## config.mk

```make
export PLATFORM = sky130hd
export DESIGN_NAME = bp_wormhole_to_burst_decoupled_flat
export DESIGN_NICKNAME = d
export VERILOG_FILES = /design/src/rtl/bp_wormhole_to_burst_decoupled_if.sv /design/src/rtl/bp_wormhole_to_burst_decoupled.sv /design/src/flat_wrapper.sv
export SDC_FILE = /design/constraint.sdc
export NUM_CORES = 1
export LEC_CHECK = 0
export ABC_AREA = 0
export ABC_CLOCK_PERIOD_IN_PS = 3400
export BUFFER_PORTS_ARGS = -buffer_cell sky130_fd_sc_hd__buf_2
export CORE_MARGIN = 3
export CORE_UTILIZATION = 60
export CTS_BUF_LIST = sky130_fd_sc_hd__clkbuf_16
export CTS_CLUSTER_SIZE = 40
export DETAILED_ROUTE_END_ITERATION = 8
export HOLD_SLACK_MARGIN = 0.03
export PLACE_DENSITY = 0.81
export SYNTH_ARGS = -nofsm -noshare
export SYNTH_HDL_FRONTEND = slang
export SYNTH_SLANG_ARGS = --single-unit
```

## constraint.sdc

```tcl
create_clock -name clk_i -period 3.4 [get_ports clk_i]
set_input_delay 0.68 -clock clk_i [delete_from_list [all_inputs] [get_ports clk_i]]
set_output_delay 0.68 -clock clk_i [all_outputs]
set_load 0.01 [all_outputs]
```

## src/rtl/bp_wormhole_to_burst_decoupled_if.sv

```systemverilog
// Link-side and burst-side handshake bundle for bp_wormhole_to_burst_decoupled.
// The slave modport is the converter's view; master is the source/sink view.
interface bp_wormhole_to_burst_decoupled_if #(
  parameter int flit_width_p    = 64,
  parameter int hdr_width_p     = 128,
  parameter int pr_data_width_p = 128,
  parameter int pr_len_width_p  = 4
);
  logic [flit_width_p-1:0]    link_data_i;
  logic                       link_v_i;
  logic                       link_ready_and_o;
  logic [hdr_width_p-1:0]     pr_hdr_o;
  logic                       pr_hdr_v_o;
  logic                       pr_hdr_ready_and_i;
  logic                       pr_has_data_o;
  logic [pr_len_width_p-1:0]  pr_data_beats_o;
  logic [pr_data_width_p-1:0] pr_data_o;
  logic                       pr_data_v_o;
  logic                       pr_data_ready_and_i;
  logic                       pr_last_data_o;

  modport slave (
    input  link_data_i, link_v_i, pr_hdr_ready_and_i, pr_data_ready_and_i,
    output link_ready_and_o, pr_hdr_o, pr_hdr_v_o, pr_has_data_o, pr_data_beats_o,
           pr_data_o, pr_data_v_o, pr_last_data_o
  );

  modport master (
    output link_data_i, link_v_i, pr_hdr_ready_and_i, pr_data_ready_and_i,
    input  link_ready_and_o, pr_hdr_o, pr_hdr_v_o, pr_has_data_o, pr_data_beats_o,
           pr_data_o, pr_data_v_o, pr_last_data_o
  );
endinterface

```

## src/rtl/bp_wormhole_to_burst_decoupled.sv

```systemverilog
// Wormhole flit stream to BedRock Burst header/data streams with independent
// header and data buffers; beat count and last marker come from the length field.
module bp_wormhole_to_burst_decoupled_fifo #(
  parameter int width_p = 8,
  parameter int els_p   = 2
) (
  input  logic               i_clk,
  input  logic               i_rst_n,
  input  logic [width_p-1:0] i_data,
  input  logic               i_push,
  output logic               o_full,
  output logic [width_p-1:0] o_data,
  output logic               o_v,
  input  logic               i_pop
);
  localparam int ptr_w_lp = (els_p > 1) ? $clog2(els_p) : 1;
  localparam int cnt_w_lp = $clog2(els_p + 1);

  logic [width_p-1:0]  r_mem [els_p];
  logic [ptr_w_lp-1:0] r_wptr;
  logic [ptr_w_lp-1:0] r_rptr;
  logic [cnt_w_lp-1:0] r_cnt;

  function automatic logic [ptr_w_lp-1:0] ptr_inc(input logic [ptr_w_lp-1:0] p);
    if (p == ptr_w_lp'(els_p - 1)) begin
      return {ptr_w_lp{1'b0}};
    end else begin
      return p + ptr_w_lp'(1);
    end
  endfunction

  // Storage, pointers and occupancy; a push into the slot being popped is safe.
  always_ff @(posedge i_clk or negedge i_rst_n) begin
    if (!i_rst_n) begin
      r_wptr <= {ptr_w_lp{1'b0}};
      r_rptr <= {ptr_w_lp{1'b0}};
      r_cnt  <= {cnt_w_lp{1'b0}};
      for (int i = 0; i < els_p; i++) begin
        r_mem[i] <= {width_p{1'b0}};
      end
    end else begin
      if (i_push) begin
        r_mem[r_wptr] <= i_data;
        r_wptr        <= ptr_inc(r_wptr);
      end
      if (i_pop) begin
        r_rptr <= ptr_inc(r_rptr);
      end
      if (i_push && !i_pop) begin
        r_cnt <= r_cnt + cnt_w_lp'(1);
      end else if (!i_push && i_pop) begin
        r_cnt <= r_cnt - cnt_w_lp'(1);
      end else begin
        r_cnt <= r_cnt;
      end
    end
  end

  assign o_full = (r_cnt == cnt_w_lp'(els_p));
  assign o_v    = (r_cnt != {cnt_w_lp{1'b0}});
  assign o_data = r_mem[r_rptr];
endmodule

module bp_wormhole_to_burst_decoupled #(
  parameter int flit_width_p    = 64,
  parameter int cord_width_p    = 0,
  parameter int len_width_p     = 6,
  parameter int cid_width_p     = 0,
  parameter int pr_hdr_width_p  = 114,
  parameter int pr_data_width_p = 128,
  parameter int pr_len_width_p  = 4,
  parameter int hdr_width_p     = cord_width_p + len_width_p + cid_width_p + pr_hdr_width_p,
  parameter int hdr_els_p       = 2,
  parameter int data_els_p      = 2
) (
  input  logic                                 clk_i,
  input  logic                                 reset_n_i,
  bp_wormhole_to_burst_decoupled_if.slave      bus,
  output logic                                 err_o
);
  localparam int hdr_len_lp   = hdr_width_p / flit_width_p;
  localparam int data_len_lp  = pr_data_width_p / flit_width_p;
  localparam int cnt_w_lp     = len_width_p + 1;
  localparam int hcnt_w_lp    = $clog2(hdr_len_lp + 1);
  localparam int sub_w_lp     = (data_len_lp > 1) ? $clog2(data_len_lp) : 1;
  localparam int hfifo_w_lp   = 1 + pr_len_width_p + hdr_width_p;
  localparam int dfifo_w_lp   = 1 + pr_data_width_p;

  typedef enum logic [0:0] {e_hdr, e_data} state_e;

  state_e                     r_state;
  state_e                     w_state_next;
  logic                       r_live;
  logic [hcnt_w_lp-1:0]       r_hdr_cnt;
  logic [sub_w_lp-1:0]        r_sub_cnt;
  logic [cnt_w_lp-1:0]        r_tot;
  logic [cnt_w_lp-1:0]        r_dflits;
  logic [cnt_w_lp-1:0]        r_beats;
  logic [cnt_w_lp-1:0]        r_rem;
  logic [cnt_w_lp-1:0]        r_brem;
  logic [hdr_width_p-1:0]     r_hdr;
  logic [pr_data_width_p-1:0] r_beat;
  logic                       r_err;

  logic [cnt_w_lp-1:0]        w_tot_live, w_d_live, w_b_live;
  logic                       w_short_live, w_partial_live;
  logic [cnt_w_lp-1:0]        w_tot, w_d, w_b;
  logic                       w_first, w_hdr_last, w_sub_last, w_acc;
  logic [hdr_width_p-1:0]     w_hdr_next;
  logic [pr_data_width_p-1:0] w_beat_next;
  logic                       w_hpush, w_hfull, w_hv, w_hpop;
  logic                       w_dpush, w_dfull, w_dv, w_dpop;
  logic                       w_ready;
  logic [hfifo_w_lp-1:0]      w_hfifo_wdata, w_hfifo_rdata;
  logic [dfifo_w_lp-1:0]      w_dfifo_wdata, w_dfifo_rdata;
  logic                       w_has;
  logic [pr_len_width_p-1:0]  w_beats_m1;

  // Packet geometry as seen from the length field of the flit currently on the link.
  assign w_tot_live     = {1'b0, bus.link_data_i[cord_width_p +: len_width_p]} + cnt_w_lp'(1);
  assign w_short_live   = (w_tot_live < cnt_w_lp'(hdr_len_lp));
  assign w_d_live       = w_short_live ? {cnt_w_lp{1'b0}} : (w_tot_live - cnt_w_lp'(hdr_len_lp));
  assign w_b_live       = w_d_live / cnt_w_lp'(data_len_lp);
  assign w_partial_live = ((w_d_live % cnt_w_lp'(data_len_lp)) != {cnt_w_lp{1'b0}});

  assign w_first    = (r_hdr_cnt == {hcnt_w_lp{1'b0}});
  assign w_tot      = w_first ? w_tot_live : r_tot;
  assign w_d        = w_first ? w_d_live : r_dflits;
  assign w_b        = w_first ? w_b_live : r_beats;
  assign w_hdr_last = (r_hdr_cnt == hcnt_w_lp'(hdr_len_lp - 1)) ||
                      ((cnt_w_lp'(r_hdr_cnt) + cnt_w_lp'(1)) == w_tot);
  assign w_sub_last = (r_sub_cnt == sub_w_lp'(data_len_lp - 1));

  assign w_hpop  = w_hv & bus.pr_hdr_ready_and_i;
  assign w_dpop  = w_dv & bus.pr_data_ready_and_i;
  assign w_acc   = bus.link_v_i & w_ready;
  assign w_hpush = w_acc & (r_state == e_hdr) & w_hdr_last;
  assign w_dpush = w_acc & (r_state == e_data) & w_sub_last & (r_brem != {cnt_w_lp{1'b0}});

  assign w_has         = (w_b != {cnt_w_lp{1'b0}});
  assign w_beats_m1    = w_has ? pr_len_width_p'(w_b - cnt_w_lp'(1)) : {pr_len_width_p{1'b0}};
  assign w_hfifo_wdata = {w_has, w_beats_m1, w_hdr_next};
  assign w_dfifo_wdata = {(r_brem == cnt_w_lp'(1)), w_beat_next};

  // Header slot / beat slot insertion, link ready, and next-state selection.
  always_comb begin
    w_hdr_next   = w_first ? {hdr_width_p{1'b0}} : r_hdr;
    w_beat_next  = r_beat;
    w_ready      = 1'b0;
    w_state_next = r_state;
    for (int i = 0; i < hdr_len_lp; i++) begin
      if (r_hdr_cnt == hcnt_w_lp'(i)) begin
        w_hdr_next[i*flit_width_p +: flit_width_p] = bus.link_data_i;
      end else begin
        w_hdr_next[i*flit_width_p +: flit_width_p] = w_hdr_next[i*flit_width_p +: flit_width_p];
      end
    end
    for (int i = 0; i < data_len_lp; i++) begin
      if (r_sub_cnt == sub_w_lp'(i)) begin
        w_beat_next[i*flit_width_p +: flit_width_p] = bus.link_data_i;
      end else begin
        w_beat_next[i*flit_width_p +: flit_width_p] = r_beat[i*flit_width_p +: flit_width_p];
      end
    end
    case (r_state)
      e_hdr: begin
        w_ready = r_live & (~w_hfull | w_hpop);
        if (w_acc && w_hdr_last && (w_d != {cnt_w_lp{1'b0}})) begin
          w_state_next = e_data;
        end else begin
          w_state_next = e_hdr;
        end
      end
      e_data: begin
        w_ready = r_live & (~w_dfull | w_dpop);
        if (w_acc && (r_rem == cnt_w_lp'(1))) begin
          w_state_next = e_hdr;
        end else begin
          w_state_next = e_data;
        end
      end
      default: begin
        w_ready      = 1'b0;
        w_state_next = e_hdr;
      end
    endcase
  end

  // State register plus the flag that holds the link off while in reset.
  always_ff @(posedge clk_i or negedge reset_n_i) begin
    if (!reset_n_i) begin
      r_state <= e_hdr;
      r_live  <= 1'b0;
    end else begin
      r_state <= w_state_next;
      r_live  <= 1'b1;
    end
  end

  // Header/beat assembly, packet counters and the sticky length error.
  always_ff @(posedge clk_i or negedge reset_n_i) begin
    if (!reset_n_i) begin
      r_hdr_cnt <= {hcnt_w_lp{1'b0}};
      r_sub_cnt <= {sub_w_lp{1'b0}};
      r_tot     <= {cnt_w_lp{1'b0}};
      r_dflits  <= {cnt_w_lp{1'b0}};
      r_beats   <= {cnt_w_lp{1'b0}};
      r_rem     <= {cnt_w_lp{1'b0}};
      r_brem    <= {cnt_w_lp{1'b0}};
      r_hdr     <= {hdr_width_p{1'b0}};
      r_beat    <= {pr_data_width_p{1'b0}};
      r_err     <= 1'b0;
    end else if (w_acc && (r_state == e_hdr)) begin
      r_hdr <= w_hdr_next;
      if (w_first) begin
        r_tot    <= w_tot_live;
        r_dflits <= w_d_live;
        r_beats  <= w_b_live;
        r_err    <= r_err | w_short_live | w_partial_live;
      end
      if (w_hdr_last) begin
        r_hdr_cnt <= {hcnt_w_lp{1'b0}};
        r_rem     <= w_d;
        r_brem    <= w_b;
        r_sub_cnt <= {sub_w_lp{1'b0}};
      end else begin
        r_hdr_cnt <= r_hdr_cnt + hcnt_w_lp'(1);
      end
    end else if (w_acc && (r_state == e_data)) begin
      r_beat <= w_beat_next;
      r_rem  <= r_rem - cnt_w_lp'(1);
      if (w_sub_last || (r_rem == cnt_w_lp'(1))) begin
        r_sub_cnt <= {sub_w_lp{1'b0}};
      end else begin
        r_sub_cnt <= r_sub_cnt + sub_w_lp'(1);
      end
      if (w_dpush) begin
        r_brem <= r_brem - cnt_w_lp'(1);
      end
    end else begin
      r_hdr_cnt <= r_hdr_cnt;
    end
  end

  bp_wormhole_to_burst_decoupled_fifo #(.width_p(hfifo_w_lp), .els_p(hdr_els_p)) u_hdr_fifo (
    .i_clk(clk_i), .i_rst_n(reset_n_i), .i_data(w_hfifo_wdata), .i_push(w_hpush),
    .o_full(w_hfull), .o_data(w_hfifo_rdata), .o_v(w_hv), .i_pop(w_hpop)
  );

  bp_wormhole_to_burst_decoupled_fifo #(.width_p(dfifo_w_lp), .els_p(data_els_p)) u_data_fifo (
    .i_clk(clk_i), .i_rst_n(reset_n_i), .i_data(w_dfifo_wdata), .i_push(w_dpush),
    .o_full(w_dfull), .o_data(w_dfifo_rdata), .o_v(w_dv), .i_pop(w_dpop)
  );

  assign bus.link_ready_and_o = w_ready;
  assign bus.pr_hdr_v_o       = w_hv;
  assign {bus.pr_has_data_o, bus.pr_data_beats_o, bus.pr_hdr_o} = w_hfifo_rdata;
  assign bus.pr_data_v_o      = w_dv;
  assign {bus.pr_last_data_o, bus.pr_data_o} = w_dfifo_rdata;
  assign err_o                = r_err;
endmodule

```

## src/flat_wrapper.sv

```systemverilog
// flat-port wrapper written by rule: the top's interface ports become plain ports
module bp_wormhole_to_burst_decoupled_flat 
#(
  parameter int flit_width_p    = 64,
  parameter int cord_width_p    = 0,
  parameter int len_width_p     = 6,
  parameter int cid_width_p     = 0,
  parameter int pr_hdr_width_p  = 114,
  parameter int pr_data_width_p = 128,
  parameter int pr_len_width_p  = 4,
  parameter int hdr_width_p     = cord_width_p + len_width_p + cid_width_p + pr_hdr_width_p,
  parameter int hdr_els_p       = 2,
  parameter int data_els_p      = 2
)
  (clk_i, reset_n_i, err_o, bus_link_data_i, bus_link_v_i, bus_pr_hdr_ready_and_i, bus_pr_data_ready_and_i, bus_link_ready_and_o, bus_pr_hdr_o, bus_pr_hdr_v_o, bus_pr_has_data_o, bus_pr_data_beats_o, bus_pr_data_o, bus_pr_data_v_o, bus_pr_last_data_o);
  bp_wormhole_to_burst_decoupled_if #(.flit_width_p(flit_width_p), .hdr_width_p(hdr_width_p), .pr_data_width_p(pr_data_width_p), .pr_len_width_p(pr_len_width_p)) bus_i ();
  input  logic clk_i;
  input  logic reset_n_i;
  output logic err_o;
  input wire logic [$bits(bus_i.link_data_i)-1:0] bus_link_data_i;
  input wire logic [$bits(bus_i.link_v_i)-1:0] bus_link_v_i;
  input wire logic [$bits(bus_i.pr_hdr_ready_and_i)-1:0] bus_pr_hdr_ready_and_i;
  input wire logic [$bits(bus_i.pr_data_ready_and_i)-1:0] bus_pr_data_ready_and_i;
  output wire logic [$bits(bus_i.link_ready_and_o)-1:0] bus_link_ready_and_o;
  output wire logic [$bits(bus_i.pr_hdr_o)-1:0] bus_pr_hdr_o;
  output wire logic [$bits(bus_i.pr_hdr_v_o)-1:0] bus_pr_hdr_v_o;
  output wire logic [$bits(bus_i.pr_has_data_o)-1:0] bus_pr_has_data_o;
  output wire logic [$bits(bus_i.pr_data_beats_o)-1:0] bus_pr_data_beats_o;
  output wire logic [$bits(bus_i.pr_data_o)-1:0] bus_pr_data_o;
  output wire logic [$bits(bus_i.pr_data_v_o)-1:0] bus_pr_data_v_o;
  output wire logic [$bits(bus_i.pr_last_data_o)-1:0] bus_pr_last_data_o;
  assign bus_i.link_data_i = bus_link_data_i;
  assign bus_i.link_v_i = bus_link_v_i;
  assign bus_i.pr_hdr_ready_and_i = bus_pr_hdr_ready_and_i;
  assign bus_i.pr_data_ready_and_i = bus_pr_data_ready_and_i;
  assign bus_link_ready_and_o = bus_i.link_ready_and_o;
  assign bus_pr_hdr_o = bus_i.pr_hdr_o;
  assign bus_pr_hdr_v_o = bus_i.pr_hdr_v_o;
  assign bus_pr_has_data_o = bus_i.pr_has_data_o;
  assign bus_pr_data_beats_o = bus_i.pr_data_beats_o;
  assign bus_pr_data_o = bus_i.pr_data_o;
  assign bus_pr_data_v_o = bus_i.pr_data_v_o;
  assign bus_pr_last_data_o = bus_i.pr_last_data_o;
  bp_wormhole_to_burst_decoupled #(.flit_width_p(flit_width_p), .cord_width_p(cord_width_p), .len_width_p(len_width_p), .cid_width_p(cid_width_p), .pr_hdr_width_p(pr_hdr_width_p), .pr_data_width_p(pr_data_width_p), .pr_len_width_p(pr_len_width_p), .hdr_width_p(hdr_width_p), .hdr_els_p(hdr_els_p), .data_els_p(data_els_p)) u_core (.clk_i(clk_i), .reset_n_i(reset_n_i), .bus(bus_i), .err_o(err_o));
endmodule
```

==> impl_metrics.env <==
export IMPL_multi_input_area_um2=13500
export IMPL_dieHeight_um=246
export IMPL_synth_nets=3249
export IMPL_worst_slew_pin_slew_ns=1.25
export IMPL_antenna_found_initial=7
export IMPL_p_leak_nw=19.2
export IMPL_min_path_type="primary input to async pin"
export IMPL_cp_common_cell="nand2_1"
export IMPL_regArea_um2=20100
export IMPL_finalHoldViolCount=0
export IMPL_ys_seq_elements=804
export IMPL_final_nets=3528
export IMPL_maxCapViolations=0
export IMPL_fmax_ghz=0.330
export IMPL_drt_total_wl_um=85300
export IMPL_cts_setup_buffers=0
export IMPL_drcViolationCount=0
export IMPL_slew_viol_final=0
export IMPL_syn_inst=3171
export IMPL_worstSkewPairLatency_ns=0.61
export IMPL_rows=87
export IMPL_grt_max_degree=259
export IMPL_via_per_inst=5.77
export IMPL_fillCellCount=3896
export IMPL_die_w_um=246
export IMPL_clk_path_buf_depth=3
export IMPL_total_power_w=0.0355
export IMPL_status="complete, no violations"
export IMPL_fin_crit_ns=3.03
export IMPL_async_flop_share_pct=100
export IMPL_drive_above_1_share_pct=26.7
export IMPL_synth_area_leaders="dfrtp_1, mux2_2, nand2_1"
export IMPL_hold_buffers=0
export IMPL_slowest_stage="o41ai_1"
export IMPL_arrival_ns=3.48
export IMPL_cts_tree="done"
export IMPL_final_area_um2=39800
export IMPL_critPathLaunchType="flip-flop"
export IMPL_finalSetupViolations=0
export IMPL_stdcell_count=4269
export IMPL_worst_path_buf_inv=2
export IMPL_die_area_um2=60500
export IMPL_crit_required_ns=3.85
export IMPL_endpoint_kind="flip-flop"
export IMPL_place_congestion=0.864
export IMPL_grt_overflow=0
export IMPL_relSlewSlack_pct=16.5
export IMPL_portBuffers=326
export IMPL_ir_worst_vdd_uv=675
export IMPL_yosys_area_top_type_share_pct=58.2
export IMPL_placed_area_um2=37300
export IMPL_area_growth_pct=15.3
export IMPL_cpPeakStageDelay_ns=0.55
export IMPL_worstSetupPathType="flip-flop to flip-flop"
export IMPL_cts_made_buffers=81
export IMPL_avgSynthCellArea_um2=10.9
export IMPL_worstPathMaxFanout=124
export IMPL_grt_pass1_vias=25700
export IMPL_rsz0062_at_grt="no"
export IMPL_grt_first_pass_wirelength_um=137000
export IMPL_clockRootBuffer="clkbuf_16"
export IMPL_critPathTopFamily="simple AND/OR/NAND/NOR gates"
export IMPL_netlist_top_cells_count="dfrtp_1, nand2_1, o21ai_0, mux2_2, mux2i_1"
export IMPL_post_dp_hpwl_um=54400
export IMPL_seq_area_frac_synth_pct=58.2
export IMPL_cts_sink_count=804
export IMPL_yosysMostFrequentCell="dfrtp_1"
export IMPL_drtAntennaViolNets=0
export IMPL_coreArea_um2=56700
export IMPL_synth_edf_count=0
export IMPL_cts_htree_levels=3
export IMPL_start_util_pct=60.9
export IMPL_first_iter_violations=1649
export IMPL_clkTransAtPathRegs_ns=0.06
export IMPL_synth_area_um2=34500
export IMPL_p_per_area_nw_per_um2=892
export IMPL_wire_per_inst_um=20.0
export IMPL_layout_setup_ws_ns=0.368
export IMPL_period_share_pct=89.2
export IMPL_yosysWarnings=0
export IMPL_dr_total_vias=24600
export IMPL_path_cells="or4_1 -> o41ai_1 -> nand2_1 -> inv_2 -> nand2b_4 -> buf_12 -> nand2_1 -> o21ai_0"
export IMPL_grt_use_total_pct=28.6
export IMPL_dp_slack_ns=0.0241
export IMPL_synthDistinctLibCells=63
export IMPL_firstDrtPassIters=5
export IMPL_synth_ff_type="dfrtp_1"
export IMPL_dp_cells=4123
export IMPL_io_pins=327
export IMPL_fin_tns_setup_ns=0
export IMPL_finClkSkew_ns=0.0178
export IMPL_cts_resized=0
export IMPL_yosysTopAreaCell="dfrtp_1"
-- where the power goes --
| group | internal (W) | leakage, nW | switching (W) |
|---|---|---|---|
| Sequential | 0.0131 | 10.3 | 0.00205 |
| Combinational | 0.00537 | 7.67 | 0.00652 |
| Clock | 0.00484 | 1.26 | 0.00362 |
| Total | 0.0233 | 19.2 | 0.0122 |
-- placed cells by master (no fill, tap or decap), types with 6 or more instances in the layout --
cell type | netlist | final
buf_12 | 0 | 25
inv_1 | 12 | 27
buf_2 | 25 | 325
buf_4 | 1 | 66
mux2_2 | 386 | 386
clkinv_1 | 0 | 18
mux2i_1 | 192 | 192
a21oi_1 | 16 | 16
clkbuf_16 | 0 | 84
nor2_1 | 41 | 39
nand2b_1 | 8 | 6
ha_1 | 9 | 9
clkinv_2 | 0 | 6
and2_1 | 61 | 61
xnor2_1 | 7 | 7
nand2_1 | 783 | 780
or2_2 | 6 | 6
o21ai_1 | 8 | 8
diode_2 | 0 | 6
xor2_1 | 8 | 8
dfrtp_1 | 804 | 800
nor3_1 | 8 | 7
clkinvlp_4 | 0 | 7
o21ai_0 | 520 | 520
a31oi_1 | 6 | 6
o31ai_1 | 7 | 7
-- sequential cells by signal, indices dropped and copies added (netlist names), 7 cells and up, named ones only --
name	count
u_core.r_dflits	7
u_core.r_rem	7
u_core.r_hdr	120
u_core.u_hdr_fifo.r_mem	250
u_core.r_beat	128
u_core.u_data_fifo.r_mem	258
u_core.r_beats	7
u_core.r_brem	7
-- through the flow --
stage                     utilization, %  hold slack (ns)
after CTS                           70.2           0.0772
after detailed placement            65.8            0.462
after floorplan                        -            0.384
final                               70.2           0.0666
after global placement              65.8            0.456
after global routing                70.2            0.107
-- path summary, 6_finish.rpt --
kind,from,to,slack (ns),cells past startpoint
min in group clk_i,bus_link_data_i[3],u_core.r_hdr[3]$_DFFE_PN0P_,0.33,3
max,u_core.r_tot[3]$_DFFE_PN0P_,u_core.u_hdr_fifo.r_mem[160]$_DFFE_PN0P_,0.37,8
max reg2reg,u_core.r_tot[3]$_DFFE_PN0P_,u_core.u_hdr_fifo.r_mem[160]$_DFFE_PN0P_,0.37,8
max in group asynchronous,reset_n_i,u_core.u_data_fifo.r_mem[93]$_DFFE_PN0P_,2.20,2
min,reset_n_i,u_core.r_hdr[86]$_DFFE_PN0P_,0.07,1
min reg2reg,u_core.u_data_fifo.r_mem[111]$_DFFE_PN0P_,u_core.u_data_fifo.r_mem[111]$_DFFE_PN0P_,0.47,2
-- cells by family after synthesis --
family | Yosys count | share of synthesized area (%)
and+or+nand+nor | 939 | 11.1
other | 1 | 0.0109
muxes | 579 | 18.2
xor gates and xnor gates | 15 | 0.380
DFF | 804 | 58.2
adders and majority gates | 9 | 0.326
buffers and inverters | 235 | 2.79
AOI/OAI and AO/OA | 589 | 8.95
-- metal layers --
metal | up-vias | share of wire [%] | track usage (%) | routed length (µm)
met5 | - | 0.015 | 0 | 13
met4 | 2 | 3.0 | 10.6 | 2580
met3 | 155 | 6.8 | 6.37 | 5780
met2 | 762 | 49 | 47.2 | 41800
met1 | 12400 | 41 | 37.3 | 35100
li1 | 11300 | - | - | -
-- area by class of cell --
class / instances / area share [%]
tap: 756 / 2.38
clock buffer: 84 / 5.28
timing repair buffer: 417 / 6.62
sequential: 804 / 50.6
antenna: 6 / 0.0377
clock inverter: 56 / 1.02
multi-input combinational: 2132 / 34.0
inverter: 14 / 0.132
(Power assumes the default switching activity.)
